$ cat src/rtl/full_adder.sv
// full_adder: WIDTH-bit ripple-carry adder with a combinational result and an
// enable-gated registered copy of it.
//
// Ports
//   i_clk      rising-edge clock for the registered outputs
//   i_rst      asynchronous active-high reset, clears only the registered outputs
//   i_en       capture enable for the registered outputs
//   i_a, i_b   WIDTH-bit unsigned addends
//   i_c        carry-in to bit 0
//   o_sum      combinational sum bits
//   o_carry    combinational carry-out of the top bit
//   o_sum_q    registered sum
//   o_carry_q  registered carry-out
//   o_valid_q  high once a result has been captured since the last reset
module full_adder #(
  parameter int unsigned WIDTH = 1  // legal range 1..64
) (
  input  logic             i_clk,
  input  logic             i_rst,
  input  logic             i_en,
  input  logic [WIDTH-1:0] i_a,
  input  logic [WIDTH-1:0] i_b,
  input  logic             i_c,
  output logic [WIDTH-1:0] o_sum,
  output logic             o_carry,
  output logic [WIDTH-1:0] o_sum_q,
  output logic             o_carry_q,
  output logic             o_valid_q
);

  logic [WIDTH-1:0] w_sum;
  logic [WIDTH:0]   w_ripple;  // w_ripple[i] is the carry into bit i

  // Ripple chain of 1-bit full-adder cells. Written as one procedural loop so
  // the carry chain is resolved in a single evaluation; X on any input is left
  // to propagate through the plain logic operators.
  always_comb begin
    w_sum    = '0;
    w_ripple = '0;
    w_ripple[0] = i_c;
    for (int i = 0; i < int'(WIDTH); i++) begin
      w_sum[i]      = i_a[i] ^ i_b[i] ^ w_ripple[i];
      w_ripple[i+1] = (i_a[i] & i_b[i]) | (w_ripple[i] & (i_a[i] ^ i_b[i]));
    end
  end

  assign o_sum   = w_sum;
  assign o_carry = w_ripple[WIDTH];

  logic [WIDTH-1:0] r_sum;
  logic             r_carry;
  logic             r_valid;

  // Reset wins over any coincident clock edge; en=0 simply holds.
  always_ff @(posedge i_clk or posedge i_rst) begin
    if (i_rst) begin
      r_sum   <= '0;
      r_carry <= 1'b0;
      r_valid <= 1'b0;
    end else if (i_en) begin
      r_sum   <= w_sum;
      r_carry <= w_ripple[WIDTH];
      r_valid <= 1'b1;
    end
  end

  assign o_sum_q   = r_sum;
  assign o_carry_q = r_carry;
  assign o_valid_q = r_valid;

endmodule

$ cat config.mk
export PLATFORM = sky130hd
export DESIGN_NAME = full_adder
export DESIGN_NICKNAME = d
export VERILOG_FILES = /design/src/rtl/full_adder.sv
export SDC_FILE = /design/constraint.sdc
export NUM_CORES = 1
export LEC_CHECK = 0
export CORE_AREA = 5 5 42 44
export CTS_CLUSTER_DIAMETER = 50
export CTS_CLUSTER_SIZE = 30
export DETAILED_ROUTE_END_ITERATION = 16
export DIE_AREA = 0 0 47 49
export SETUP_SLACK_MARGIN = 0.02
export SYNTH_ARGS = -nofsm -noshare
export SYNTH_HDL_FRONTEND = slang
export SYNTH_SLANG_ARGS = --single-unit
$ cat constraint.sdc
create_clock -name i_clk -period 1.7 [get_ports i_clk]
set_clock_uncertainty 0.2 [all_clocks]
set_input_delay 0.255 -clock i_clk [delete_from_list [all_inputs] [get_ports i_clk]]
set_output_delay 0.255 -clock i_clk [all_outputs]
set_load 0.01 [all_outputs]
After elaboration in Yosys (flattened, before gate mapping). Index checks and enable logic that the tools add are counted.

Register bits after elaboration: 3. Input port bits: 6. Output and inout port bits: 5. Logic and storage cells: 8.

Bitwise logic cells: 5.

Operators by type and width (count): AND 1 bit (2); bitwise XOR 1 bit (2); OR 1 bit (1).

Depth between registers and ports, before layout.
Word-level depth: 3. Mapped depth: 2.

Worst setup path after synthesis. OpenSTA, ideal clock, no wires.

Path kind: input port to flip-flop. Start point: input i_a. End point: register r_sum (netlist: o_sum_q). Library setup time: 125 ps. Arrival time: 1058 ps. Slack: 318 ps. Stages: 2. Cells stage by stage: fa_1 mux2_2.

Longest elaborated chain between the ends: 2.

RTL lines: from (decl) (line 21) `input logic [WIDTH-1:0] i_a,`; bitwise XOR 1 bit (2 in a row) (line 42) `w_sum[i] = i_a[i] ^ i_b[i] ^ w_ripple[i];`; to (signal assigned) (line 61) `r_sum <= w_sum;`; to (decl) (line 50) `logic [WIDTH-1:0] r_sum;`.

No other way between the ends. A chain may end at the register's enable or synchronous reset.

Final worst setup path.
Start point: input i_b. End point: output o_sum.

Longest elaborated chain between the ends: 2.

RTL lines: from (decl) (line 22) `input logic [WIDTH-1:0] i_b,`; bitwise XOR 1 bit (2 in a row) (line 42); to (decl) (line 24) `output logic [WIDTH-1:0] o_sum,`.

No other way between the ends.

==> metrics.yaml <==
cts:
  cts_made_buffers: 3
  clock_latency_ps: 230
  clkSlewWorstSetupHoldPaths_ps: 40
  root_buffer: "clkbuf_4"
  cts_tree: "done"
  cts_sinks: 3
  clockBufferDepth: 2
  htreeDepth: 1
timing:
  fmax_mhz: 617
  tightestPinTransition_ps: 126
  fin_crit_sh: 0.954
  rsz0062_at_grt: "no"
  drv_slew: 0
  slew-limit-headroom: 0.916
  setup_viol: 0
  final_hold_viol_count: 0
  hold-worst-slack_ps: 273
  layout_setup_ws_ps: 78.0
  min_period_ps: 1620
synthesis:
  synthCells: 8
  ys_seq_elements: 3
  synth_area_leader_cell: "dfrtp_1"
  synth_cell_types: 5
  synth_area_sq_um: 128
  avgSynthCellArea_sq_um: 16.0
  seq_area_frac_synth: 0.588
  synth_top_area_frac: 0.588
  synth_area_leaders: "dfrtp_1 (59%), mux2_2 (18%), fa_1 (16%)"
  syn_nets: 15
  ys_warn_count: 0
pwr:
  p_clk_frac: 0.458
  power.total_uw: 271
  power_frac_comb: 0.236
  seq_power_share: 0.306
  swShare: 0.229
  vdd_drop_max_v: 0.000150
  power_density_mw_per_mm2: 948
  leakage_nw: 0.118
  power_switching_uw: 61.9
  p_int_uw: 209
worst_setup_path:
  critical_path.max_stage_delay_ps: 560
  r2r-start: "o_valid_q"
  path_max_fanout: 2
  worstPathArrival_ps: 1170
  worstSetupStartpointType: "primary input"
  endpoint_kind: "primary output"
  critical_path.cell_chain: "dlygate4sd2_1, fa_2, buf_6"
  critPathRequiredTime_ps: 1240
  critical_path_class: "in2out"
  path_buf_inv: 2
  path_delay_family: "adder cells"
  crit_path_start: "i_b"
  cpMaxStageDelayCell: "fa_2"
cells_and_area:
  finalInstanceArea_sq_um: 285
  diodes: 0
  area_delta_synth_final_pct: 124
  nets: 31
  final_cells: 39
  drive_gt1_frac: 0.348
global_routing:
  grt_pass1_wl_microns: 696
  antenna_found_initial: 0
  track_usage: 0.0523
  grt_remaining_overflow: 0
  grt_max_degree: 4
  grt_pass1_vias: 145
floorplan:
  core_area_sq_mm: 0.00140
  dieHeight_microns: 49
  die_w_microns: 47
  pin_count: 11
  rows: 14
  dieArea_sq_mm: 0.00230
  initial_core_util: 0.0911
detailed_routing:
  num_vias: 119
  routed_wl_microns: 418
  vias_per_cell: 3.05
  drtIter0Drc: 0
  drc: 0
  wire_per_inst_microns: 10.7
  ant_nets: 0
  drt-pass1-iter-count: 1
placed_design:
  detailedPlace.worstSlack_ps: -556
  gp_congestion: 0.632
  place_area_sq_um: 248
  io_buffers: 10
  placedCellCount: 34
worst_hold_path:
  hp-start: "o_valid_q"
  min_path_type: "reg2reg"
run:
  cap_violations: 0
outcome:
  outcome: "completed"
## cell usage in the layout, fill, tap and decap left out
cell type and count:
clkdlybuf4s15_1 2, or2_2 1, buf_6 1, clkbuf_4 3, mux2_2 2, dlygate4sd3_1 1, dfrtp_1 3, clkdlybuf4s50_1 5
inv_1 1, clkbuf_1 1, fa_2 1, dlygate4sd2_1 2
## cells in the mapped netlist
library cell and n:
dfrtp_1 3, fa_1 1, inv_1 1, mux2_2 2
or2_2 1
## state kept, by name, summed over array words and instances (netlist names)
register and cells:
o_carry_q 1, o_valid_q 1, o_sum_q 1
## power groups by stage
stage                     registers (mW)  clock network, mW  logic [mW]
after floorplan                   0.0879                  0      0.0176
after global placement            0.0840                  0      0.0624
after detailed placement          0.0841                  0      0.0636
after CTS                         0.0831              0.133      0.0644
after global routing              0.0841              0.146      0.0710
final                             0.0828              0.124      0.0638
## routing by layer
metal | global-route usage | share of wire
met3 | 0.0701 | 0.24
met4 | 0.0553 | 0
met2 | 0.0475 | 0.39
met5 | 0 | 0
met1 | 0.0488 | 0.37
## through the flow
stage | setup TNS [ps] | utilization
floorplan | 0 | -
global placement | -1070 | 0.177
detailed placement | -1130 | 0.177
CTS | 0 | 0.202
global route | 0 | 0.204
finish | 0 | 0.204
## path summary, 6_finish.rpt
check / end / slack [ps] / cells after the start
hold reg to reg: o_valid_q / 270 / 1
min in group asynchronous: o_valid_q / 570 / 3
setup reg to reg: o_valid_q / 740 / 1
hold / removal: o_valid_q / 270 / 1
max in group asynchronous: o_sum_q / 600 / 3
setup / recovery: o_sum / 80 / 3
## cells by family after synthesis
logic type | count (synthesis) | synth area share
flops | 3 | 0.588
mux | 2 | 0.176
buf+inv | 1 | 0.0294
fa+ha+maj | 1 | 0.157
simple gates | 1 | 0.0491
## cell type report
type	count	area (sq um)
Fill cell	155	1120
Sequential cell	3	75.1
Tap cell	16	20.0
Clock buffer	4	26.3
Timing Repair Buffer	11	109
Inverter	1	3.75
Multi-Input combinational cell	4	51.3
## what timing repair did
item	4_1_cts	5_1_grt
resized for setup	10	2
pin swaps	1	1
endpoints found under the setup margin	2	2
buffers inserted	0	0
endpoints found under the hold margin	3	0
cloned	0	0
hold buffers	1	0
(Power assumes the default switching activity.)
